File: src/rtl/regfile_writeback.sv
// Write-back queue: arbitrates ALU and load-unit results into a DEPTH-entry FIFO
// drained one entry per cycle into the register file. Optional macro: WB_FORWARD_EN.
module regfile_writeback #(
  parameter int DEPTH = 4
) (
  input  logic                   elk,
  input  logic                   nrst,
  input  logic                   alu_valid,
  output logic                   alu_ready,
  input  logic [4:0]             alu_addr,
  input  logic [31:0]            alu_data,
  input  logic                   mem_valid,
  output logic                   mem_ready,
  input  logic [4:0]             mem_addr,
  input  logic [31:0]            mem_data,
  input  logic                   rf_stall,
  output logic                   wr_en,
  output logic [4:0]             wr_addr,
  output logic [31:0]            wr_data,
  output logic [$clog2(DEPTH):0] pending_cnt,
  input  logic [4:0]             fwd_addr,
  output logic                   fwd_hit,
  output logic [31:0]            fwd_data
);

  localparam int PTR_W = $clog2(DEPTH);
  localparam int CNT_W = $clog2(DEPTH) + 1;

  logic [PTR_W-1:0] r_wptr;
  logic [PTR_W-1:0] r_rptr;
  logic [CNT_W-1:0] r_cnt;
  logic             r_rr_mem;
  logic [4:0]       r_q_addr [DEPTH];
  logic [31:0]      r_q_data [DEPTH];

  logic        w_full;
  logic        w_empty;
  logic        w_grant_alu;
  logic        w_grant_mem;
  logic        w_alu_xfer;
  logic        w_mem_xfer;
  logic        w_contended;
  logic        w_push;
  logic        w_pop;
  logic [4:0]  w_push_addr;
  logic [31:0] w_push_data;

  assign w_full  = (r_cnt == CNT_W'(DEPTH));
  assign w_empty = (r_cnt == '0);

  // Contended cycles follow the round-robin bit; a lone requester is always granted.
  assign w_contended = alu_valid && mem_valid;

  always_comb begin
    w_grant_alu = 1'b0;
    w_grant_mem = 1'b0;
    if (w_contended) begin
      w_grant_mem = r_rr_mem;
      w_grant_alu = !r_rr_mem;
    end else begin
      w_grant_alu = alu_valid;
      w_grant_mem = mem_valid;
    end
  end

  assign alu_ready = nrst && !w_full && w_grant_alu;
  assign mem_ready = nrst && !w_full && w_grant_mem;

  assign w_alu_xfer  = alu_valid && alu_ready;
  assign w_mem_xfer  = mem_valid && mem_ready;
  assign w_push_addr = w_mem_xfer ? mem_addr : alu_addr;
  assign w_push_data = w_mem_xfer ? mem_data : alu_data;

  // Writes to r0 are acknowledged but never occupy a queue slot.
  assign w_push = (w_alu_xfer || w_mem_xfer) && (w_push_addr != 5'd0);
  assign w_pop  = !w_empty && !rf_stall;

  assign wr_en       = w_pop;
  assign wr_addr     = w_empty ? 5'd0  : r_q_addr[r_rptr];
  assign wr_data     = w_empty ? 32'd0 : r_q_data[r_rptr];
  assign pending_cnt = r_cnt;

  always_ff @(posedge elk or negedge nrst) begin
    if (!nrst) begin
      r_wptr   <= '0;
      r_rptr   <= '0;
      r_cnt    <= '0;
      r_rr_mem <= 1'b1;
    end else begin
      if (w_push) begin
        r_wptr <= r_wptr + PTR_W'(1);
      end
      if (w_pop) begin
        r_rptr <= r_rptr + PTR_W'(1);
      end
      if (w_push && !w_pop) begin
        r_cnt <= r_cnt + CNT_W'(1);
      end else if (!w_push && w_pop) begin
        r_cnt <= r_cnt - CNT_W'(1);
      end
      if (w_contended && (w_alu_xfer || w_mem_xfer)) begin
        r_rr_mem <= !r_rr_mem;
      end
    end
  end

  // Payload storage carries no reset; occupancy is tracked by the pointers and count.
  always_ff @(posedge elk) begin
    if (w_push) begin
      r_q_addr[r_wptr] <= w_push_addr;
      r_q_data[r_wptr] <= w_push_data;
    end
  end

`ifdef WB_FORWARD_EN
  // Scan oldest to youngest so the last match seen is the most recent result.
  always_comb begin
    logic [PTR_W-1:0] idx;
    fwd_hit  = 1'b0;
    fwd_data = 32'd0;
    idx      = '0;
    for (int i = 0; i < DEPTH; i++) begin
      idx = r_rptr + PTR_W'(i);
      if ((CNT_W'(i) < r_cnt) && (fwd_addr != 5'd0) && (r_q_addr[idx] == fwd_addr)) begin
        fwd_hit  = 1'b1;
        fwd_data = r_q_data[idx];
      end
    end
  end
`else
  assign fwd_hit  = 1'b0;
  assign fwd_data = 32'd0;
`endif

endmodule

File: config.mk
export PLATFORM = sky130hd
export DESIGN_NAME = regfile_writeback
export DESIGN_NICKNAME = d
export VERILOG_FILES = /design/src/rtl/regfile_writeback.sv
export SDC_FILE = /design/constraint.sdc
export NUM_CORES = 1
export LEC_CHECK = 0
export CAP_MARGIN = 20
export CORE_MARGIN = 1.5
export CORE_UTILIZATION = 52
export CTS_BUF_LIST = sky130_fd_sc_hd__clkbuf_2 sky130_fd_sc_hd__clkbuf_4 sky130_fd_sc_hd__clkbuf_8
export DETAILED_ROUTE_END_ITERATION = 6
export PLACE_DENSITY_LB_ADDON = 0.25
export SYNTH_ARGS = -nofsm -noshare
export SYNTH_HDL_FRONTEND = slang
export SYNTH_SLANG_ARGS = --single-unit
File: constraint.sdc
create_clock -name elk -period 2.9 [get_ports elk]
set_clock_uncertainty 0.2 [all_clocks]
set_input_delay 0.58 -clock elk [delete_from_list [all_inputs] [get_ports elk]]
set_output_delay 0.58 -clock elk [all_outputs]
set_load 0.005 [all_outputs]
[Word-level counts from Yosys, hierarchy flattened]
Memory sizes are Yosys's and may differ from the RTL's.
Cells that the tools add are included.
Word-level totals
  memory bits (writable): 148
  word-level logic and storage cells: 42
  output and inout bits: 76
  bits in registers: 8
  input bits: 84
  memories: 2
Cells by class
  $add $sub $neg: 4
  multiplexer cells: 10
  equal/unequal tests: 1
  reductions and logical operators: 21
Memory list
  r_q_data: depth 4, width 32, read ports 1, clocked after memory_dff 0, write ports 1, RTL line 34  | logic [31:0] r_q_data [DEPTH];
  r_q_addr: depth 4, width 5, read ports 1, clocked after memory_dff 0, write ports 1, RTL line 33  | logic [4:0] r_q_addr [DEPTH];
Operators with widths (number)
  32-bit two-way mux: 2
  1-bit logical AND: 11
  5-bit two-way mux: 2
  1-bit logical NOT: 6
  3-bit two-way mux: 2
  5-bit nonzero test: 1
  2-bit by 1-bit adder with 2-bit output (second input constant): 2
  1-bit two-way mux: 4
  3-bit by 1-bit adder with 3-bit output (second input constant): 1
  3-bit == test (second input constant): 1
  3-bit logical NOT: 1
  3-bit by 1-bit subtractor with 3-bit output (second input constant): 1
  2-bit nonzero test: 1
  1-bit logical OR: 1

[Longest topological paths before layout]
  depth after elaboration: 12
  depth in mapped cells: 10

[Worst setup path before layout]
OpenSTA, ideal clock, no wires.
  path kind: input to register
  start point: input port alu_addr[3]
  end point: register r_cnt[1] (netlist: pending_cnt[1])
  data arrival time: 2.296 ns
  stages on the path: 7
  path buffers: 0
  data required time: 2.575 ns
  slack: 0.279 ns
  cells stage by stage: or4_1 > o211ai_2 > a21boi_2 > ha_1 > inv_1 > fa_1 > mux2_2
On the way
  word-level cells in the longest chain between the ends: 6
RTL lines
  start, declared: RTL line 10  | input logic [4:0] alu_addr,
  5-bit two-way mux *: RTL line 71  | assign w_push_addr = w_mem_xfer ? mem_addr : alu_addr;
  5-bit nonzero test *: RTL line 75  | assign w_push = (w_alu_xfer || w_mem_xfer) && (w_push_addr != 5'd0);
  1-bit logical AND *: RTL line 75
  named net w_push: RTL line 43  | logic w_push;
  1-bit logical NOT: RTL line 98  | end else if (!w_push && w_pop) begin
  1-bit logical AND: RTL line 98
  2-bit nonzero test (no line)
  end signal, assigned: RTL line 97  | r_cnt <= r_cnt + CNT_W'(1);
  end signal, assigned: RTL line 99  | r_cnt <= r_cnt - CNT_W'(1);
  end, declared: RTL line 31  | logic [CNT_W-1:0] r_cnt;
Mark *: on every way through the listed nets, which the timed path passes. The rest lies on a longest branch.
A chain may end at the register's enable or synchronous reset.

[Final worst setup path]
  start point: register r_rptr[0]
  end point: output port wr_addr[0]
On the way
  word-level cells in the longest chain between the ends: 2
RTL lines
  start, declared: RTL line 30  | logic [PTR_W-1:0] r_rptr;
  start signal, assigned: RTL line 94  | r_rptr <= r_rptr + PTR_W'(1);
  memory read 4 x 5 bit
  5-bit two-way mux: RTL line 79  | assign wr_addr = w_empty ? 5'd0 : r_q_addr[r_rptr];
  end, declared: RTL line 18  | output logic [4:0] wr_addr,
No other way between the ends.

==> summary.txt <==
Post-Layout Cell Count -> 693
Adder-cell share of the synthesized area -> 0.0121
Crit-path cells -> buf_12, mux4_2, nor2b_1, dlygate4sd2_1
Share of cells above drive strength 1 -> 0.282
Area of the core -> 12700 um^2
Largest delay share family, worst path -> multiplexers
Power Density -> 877 nW/um^2
HP Class -> input port to asynchronous set/reset pin
Final core utilization -> 0.697
PortBufs -> 121
Setup Viol. Count Final -> 0
Outcome -> finished clean
WP buf/inv -> 2
Critical path's slowest cell -> mux4_2
Routed WL per cell -> 17.4 um
Nets -> 598
Post-synthesis mux area share -> 0.188
Initial antenna violation count -> 0
Placed insts -> 654
Hold buffer count at CTS -> 0
Final WS setup -> 0.0623 ns
Global route total overflow -> 0
Reg clk slew, reported paths -> 0.09 ns
Tot GR Track Use -> 0.185
Antenna diodes -> 0
Number of global-route vias before repair -> 3766
CTS max path bufs -> 2
Routed wire length -> 12100 um
# IOs -> 160
DR iter-0 viols -> 168
Dpl hpwl -> 7840 um
DR vias -> 3538
Vias per std cell -> 5.11
Place WS -> -0.155 ns
Total CTS buffers -> 17
Die area -> 13800 um^2
Max-Cap Viols -> 0
Worst Setup End Kind -> primary output
Worst EP required -> 2.12 ns
Flops & latches, synth -> 156
Setup_tns -> 0 ns
Compound-gate portion of the synthesized area -> 0.00810
Area grow syn2layout -> 29.8%
H-tree lvl count -> 4
Max FO, Critical Path -> 23
Post-Synth Simple-Gate Area -> 0.0453
RSZ-0062 raised after global routing -> yes
Die width -> 117 um
Slowest cell delay on critical path -> 0.52 ns
Peak supply drop -> 0.507 mV
Register area share after synthesis -> 0.683
Die Span Y -> 117 um
Synth cell types -> 29
Placed cell area -> 8300 um^2
Achievable frequency -> 352 MHz
Root buf cell -> clkbuf_8
DRC violations left -> 0
Leak -> 3.17 nW
XOR/XNOR share of the synthesized area -> 0.00902
Post-DRT Antenna Nets -> 0
TritonCTS clock tree -> done
Core Rows -> 41
Netlist area before placement -> 6800 um^2
Number of fill cells in the layout -> 851
Largest family of logic cells by synthesized area -> multiplexers
Later-pin clock latency in the skew report -> 0.44 ns
Yosys warning total -> 0
Period utilization -> 0.979
Avg Cell Area, Syn -> 19.0 um^2
Cell count after synthesis -> 357
First-pass GRT wire length -> 19200 um
Initial core utilization -> 0.537
Largest net degree at the start of global routing -> 38
RePlAce Congestion -> 0.686
TritonRoute pass-1 iters -> 4
Final hold violation count -> 0
Post-layout min period -> 2.84 ns
Fin area -> 8830 um^2
Worst Path Class, Setup -> register to primary output
CTS sink cnt -> 156
CP arrival -> 2.06 ns
Startpoint Class -> register
Slew Viols, Final -> 0
==> final timing paths <==
path	startpoint	end	slack, ns	cells after the start
setup / recovery	r_rptr[0]	wr_addr[0]	0.06	4
hold / removal	nrst	pending_cnt[1]	0.24	2
setup reg to reg	pending_cnt[1]	r_q_data[3][11]	0.50	5
hold reg to reg	r_rr_mem	r_rr_mem	0.32	1
max in group asynchronous	nrst	r_rr_mem	2.03	2
min in group elk	r_rr_mem	r_rr_mem	0.32	1
==> synth_stat cells <==
cell	number	share of area
edfxtp_1	148	0.65
mux2_2	38	0.063
mux4_2	37	0.12
nor2b_1	37	0.034
buf_4	36	0.040
dfrtp_1	7	0.026
inv_1	7	0.0039
buf_2	6	0.0044
clkbuf_1	5	0.0028
ha_1	5	0.0092
xnor2_1	5	0.0064
and2_2	4	0.0044
buf_6	2	0.0033
nand2_1	2	0.0011
nor2_1	2	0.0011
or4_1	2	0.0022
xor2_1	2	0.0026
a21boi_2	1	0.0017
and3_1	1	0.00092
conb_1	1	0.00055
dfstp_2	1	0.0039
fa_1	1	0.0029
mux2_4	1	0.0022
nand3_1	1	0.00074
nor3_1	1	0.00074
o211ai_1	1	0.0011
o211ai_2	1	0.0018
o221ai_2	1	0.0022
o31a_1	1	0.0013
==> metrics by stage <==
step / power [mW] / hold slack (ns)
after floorplan: 4.68 / 0.0844
after detailed placement: 6.14 / 0.307
after global routing: 8.15 / 0.249
after global placement: 6.06 / 0.303
after CTS: 7.78 / 0.215
final: 7.74 / 0.242
==> report_power, final <==
group	leakage [nW]	switching [mW]	internal [mW]	total [mW]
combinational	1.52	1.19	1.69	2.88
sequential	1.44	0.139	2.91	3.05
clock	0.221	0.775	1.04	1.81
total	3.17	2.10	5.64	7.74
==> flip-flops by register name (all words and copies together), names as in the netlist <==
register and flops:
r_q_addr 20, pending_cnt 3, r_wptr 2, r_rr_mem 1
r_rptr 2, r_q_data 128
==> worst register-to-register path, cell delays in order (launching register included) <==
cell and delay, ns:
dfrtp_1 0.47, o31a_1 0.37, o211ai_1 0.17, buf_4 0.18, buf_4 0.29, mux2_2 0.45
==> routing by layer <==
| metal | routed length (um) | vias up | part of all wire | GRT usage |
|---|---|---|---|---|
| met4 | 136 | 0 | 0.011 | 0.0664 |
| met5 | 0 | - | 0 | 0 |
| met2 | 6360 | 123 | 0.53 | 0.325 |
| met3 | 652 | 14 | 0.054 | 0.0477 |
| met1 | 4910 | 1778 | 0.41 | 0.220 |
| li1 | - | 1623 | - | - |
==> what timing repair did <==
action                                  CTS  global route
resized for setup                        34            27
endpoints found under the setup margin   37            18
pin swaps                                 0             1
setup buffers                             2             5
==> cells in the final DEF, fill, tap and decap left out, types with 2 or more instances in the layout <==
cell type        count
nor2b_1             37
mux2_2              38
dfrtp_1              5
inv_6                2
edfxtp_1           148
mux4_2              37
or4_1                2
xor2_1               2
conb_1              33
clkbuf_8            17
dfrtp_2              2
and2_2               4
dlygate4sd2_1       12
inv_1                7
nor2_1               2
clkinv_4             2
clkdlybuf4s50_1     84
xnor2_1              5
buf_4               16
nand2_1              2
dlymetal6s2s_1       8
ha_1                 5
buf_12              11
bufinv_16            5
clkdlybuf4s15_1     16
clkinvlp_4           3
==> area by class of cell <==
cell class	instances	area, um^2	area share
Clock inverter	14	216	0.0245
Inverter	7	26.3	0.00298
Sequential cell	156	4650	0.527
Timing Repair Buffer	149	1570	0.177
Clock buffer	18	241	0.0274
Multi-Input combinational cell	177	1910	0.217
Tap cell	172	215	0.0244
==> cell families (layout without fill, tap and decap cells) <==
family / after synthesis / count (layout)
muxes: 76 / 76
and+or+nand+nor: 50 / 50
xor gates and xnor gates: 7 / 7
adders and majority gates: 6 / 6
other: 1 / 33
AOI/OAI and AO/OA: 5 / 5
DFF: 156 / 156
buffers and inverters: 56 / 188
No activity file was read; power rests on OpenSTA's default activity.
==> edit 1: new RTL, config.mk and constraints unchanged <==
Set the parameter `DEPTH` to 2 (it was 4).
--- a/src/rtl/regfile_writeback.sv
+++ b/src/rtl/regfile_writeback.sv
@@ -3,3 +3,3 @@
 module regfile_writeback #(
-  parameter int DEPTH = 4
+  parameter int DEPTH = 2
 ) (
Interface: changed (resized pending_cnt); port bits go from 160 to 159. No check against the original RTL was run, so the function may have changed too.
==> edit 1 against the unedited design <==
Sequential cell count decreased by 77. Power decreased by 44%. Wire length decreased by 38%. Worst hold slack improved by 0.066 ns. Design area decreased by 41%. Synthesized area decreased by 44%. Sequential share of layout area decreased by 7.9 points. Setup slack improved by 0.079 ns. Via count decreased by 33%. Largest power group is now combinational logic. Clock power decreased by 63%.
==> edit 1: results (changes against the unedited design) <==
metric	value	unit	change
Net count, final	477		-20%
Synth top cells by count	74 x edfxtp_1, 42 x nor2_1, 37 x mux2i_1		
met2 WL	3820	um	-40%
post-synthesis instance total	263		-26%
met3 Use GR	0.0588		+0.0111
wire per inst	15.3	um	-12%
WL met3	548	um	-16%
post-DP HPWL	5270	um	-33%
worst slack at placement	0.0415	ns	+0.197 ns
met1 usage	0.239		+0.0196
largest net degree at the start of global routing	21		-45%
CTS buffer count	9		-8
met1 wire length	3060	um	-38%
vias in the first global route	2320		-38%
initial DRC count	106		-37%
Placed Area	0.00505	mm^2	-39%
Total Routing Usage GR	0.200		+0.0158
worst hold slack	0.309	ns	+0.0664 ns
max reg flops	64		-50%
share of the yosys chip area belonging to registers	0.621		-0.0618
routability cong.	0.726		+5.8%
async set-reset flop share out of synthesis	0.0633		+0.0120
worst min path class	register to register		
I/O Buffers	120		-0.83%
first-pass GRT wire length	11300	um	-41%
FMAX	362	MHz	+2.9%
Post CTS Setup Buffer Count	0		-2
worst-path maximum fanout	4		-83%
H-Tree Depth	3		-1
Post-synth EDFFs	74		-50%
top post-synthesis cells by area	edfxtp_1 59%, mux2i_1 9.8%, mux2_2 8.3%		
status	finished clean		
Max IR drop VDD	0.407	mV	-20%
final non-filler cell total	493		-29%
==> edit 1: cell types whose count changed in the layout (fill, tap and decap cells not counted), sizes merged, moves of 8 or more <==
cell           change
mux4              -37
edfxtp            -74
clkbuf             -9
nor2              +41
inv                -8
mux2i             +37
nor2b             -34
buf               -19
dlygate4sd2       -12
clkdlybuf4s15     -16
clkdlybuf4s50     +35
==> edit 1: final timing paths <==
| path | from | end | depth (start not counted) |
|---|---|---|---|
| worst max-delay path | nrst | alu_ready | 4 |
| worst min-delay path | r_rr_mem$_DFFE_PN1P_ | r_rr_mem$_DFFE_PN1P_ | 1 |
| worst max register to register | pending_cnt[0]$_DFFE_PN0P_ | r_q_data[0][15]$_DFFE_PP_ | 5 |
| worst min register to register | r_rr_mem$_DFFE_PN1P_ | r_rr_mem$_DFFE_PN1P_ | 1 |
| max in group asynchronous | nrst | r_rptr$_DFFE_PN0P_ | 2 |
| min in group asynchronous | nrst | pending_cnt[1]$_DFFE_PN0P_ | 2 |
==> edit 1: cells by family after synthesis <==
family,share of synthesized area
other,0.000992
AO/OA/AOI/OAI,0.00464
adder cells (fa/ha/maj),0.00331
multiplexers,0.208
buffers and inverters,0.0854
flip-flops,0.621
XOR/XNOR,0.0139
AND/OR/NAND/NOR,0.0622
==> edit 1: cell type report <==
cell class	count	area (um^2)
multi-input cells	171	1260
well taps	96	120
flip-flops and latches	79	2350
clock inverters	7	40.0
fillers	464	1660
inverters	1	3.75
repair buffers	130	1360
clock buffers	9	124
==> edit 1: worst max-delay path, stage by stage <==
cell	delay [ns]
clkdlybuf4s50_1	0.54
nand2_1	0.07
a211oi_1	0.23
clkdlybuf4s50_1	0.56
==> edit 1: power breakdown <==
part           internal (W)  switching, W  leakage, nW
registers           0.00156      0.000147        0.736
logic               0.00111      0.000812         1.18
clock network      0.000301      0.000376       0.0761
==> edit 2: new RTL, same flow settings <==
Made on the original files. Make the reset (`nrst`) synchronous in one clocked block.
--- a/src/rtl/regfile_writeback.sv
+++ b/src/rtl/regfile_writeback.sv
@@ -82,3 +82,3 @@
 
-  always_ff @(posedge elk or negedge nrst) begin
+  always_ff @(posedge elk) begin
     if (!nrst) begin
Formal check against the unedited RTL: differs if nrst is asserted again (counterexample within 4 cycles, from zero or initial values and one cycle with nrst low); with nrst held inactive, the same outputs for 4 cycles.
==> edit 2 against the unedited design <==
Synthesized area is 2.0% higher. Power is 8.3% lower. Design area hardly changed. Sequential cell count is 2 higher. Combinational power is 8.3% lower. Via count is 2.5% higher. Setup slack better by 0.0081 ns. Wire length is 5.6% higher.
==> edit 2: results (changes against the unedited design) <==
metric	value	unit	change
Post CTS Setup Buffer Count	1		-1
status	finished clean		
first-pass GRT wire length	19800	um	+3.1%
via count	3626		+2.5%
post-DP HPWL	8120	um	+3.6%
worst r2r src	pending_cnt[0]$_SDFFE_PN0P_		
post-synthesis adder-cell area fraction	0.0119		-0.000239
R2R Path End	pending_cnt[2]$_SDFFE_PN0P_		
wire per inst	18.0	um	+3.7%
FILL cells	923		+8.5%
post-cts resize count	40		+18%
async set-reset flop share out of synthesis	0		-0.0513
CP max stage cell	clkdlybuf4s50_1		
Yosys cell types	34		+17%
Net count, final	608		+1.7%
seq pwr	0.00299	W	-2%
initial DRC count	201		+20%
met1 usage	0.235		+0.0149
Worst R2R Setup Slack	0.30	ns	-0.20 ns
met2 GRT Util	0.334		+0.00858
share of the yosys chip area belonging to registers	0.670		-0.0136
WL met3	576	um	-12%
Max IR drop VDD	0.442	mV	-13%
post-synthesis mux area share	0.195		+0.00713
top post-synthesis cells by area	edfxtp_1 64%, mux4_2 12%, mux2_4 4.1%		
worst slack at placement	-0.210	ns	-0.0550 ns
worst min path class	register to register		
met2 WL	6800	um	+7.0%
register clock-pin slew on the reported worst setup and hold paths	0.07	ns	-0.02 ns
area share of the largest cell type after synthesis	0.641		-0.0128
met3 Use GR	0.0463		-0.00133
edit 2: cell count changes in the layout (fill, tap and decap cells not counted), sizes merged, moves of 7 or more:
| cell | delta |
|---|---|
| dlygate4sd2 | +25 |
| clkdlybuf4s15 | -16 |
| dfxtp | +10 |
| dlymetal6s2s | -8 |
| dfrtp | -7 |
edit 2: worst reg2reg max path: stages (launching register included):
cell and delay [ns]:
dfxtp_1 0.47, or3b_1 0.24, nand2_1 0.11, a21oi_1 0.23
ha_1 0.22, inv_1 0.06, fa_1 0.37, xor2_1 0.18
or3_1 0.30, a21boi_0 0.16
edit 2: cell type report:
type,count,share of cell area
well taps,176,0.0249
inverters,7,0.00297
clock inverters,13,0.0132
flip-flops and latches,158,0.526
multi-input cells,187,0.231
repair buffers,147,0.174
clock buffers,18,0.0273
edit 2: worst max path at each step:
| stage | startpoint | end | slack, ns | cells after the start |
|---|---|---|---|---|
| 2_1_floorplan | alu_valid | r_q_addr[1][0]$_DFFE_PP_ | 0.19 | 4 |
| 3_3_place_gp | alu_addr[3] | pending_cnt[2]$_SDFFE_PN0P_ | -0.13 | 10 |
| 3_5_place_dp | alu_addr[3] | pending_cnt[2]$_SDFFE_PN0P_ | -0.21 | 10 |
| 4_1_cts | alu_valid | alu_ready | 0.05 | 5 |
| 5_1_grt | alu_valid | mem_ready | 0.01 | 6 |
| 6_report | alu_valid | mem_ready | 0.07 | 6 |
edit 2: through the flow:
stage | hold WS, ns | instance area [um^2] | TNS [ns] | cells
final | 0.308 | 8830 | 0 | 706
after global routing | 0.339 | 8830 | 0 | 706
after CTS | 0.319 | 8830 | 0 | 706
after detailed placement | 0.308 | 8440 | -0.630 | 672
after global placement | 0.279 | 8440 | -0.200 | 672
after floorplan | 0.268 | 7060 | 0 | 402
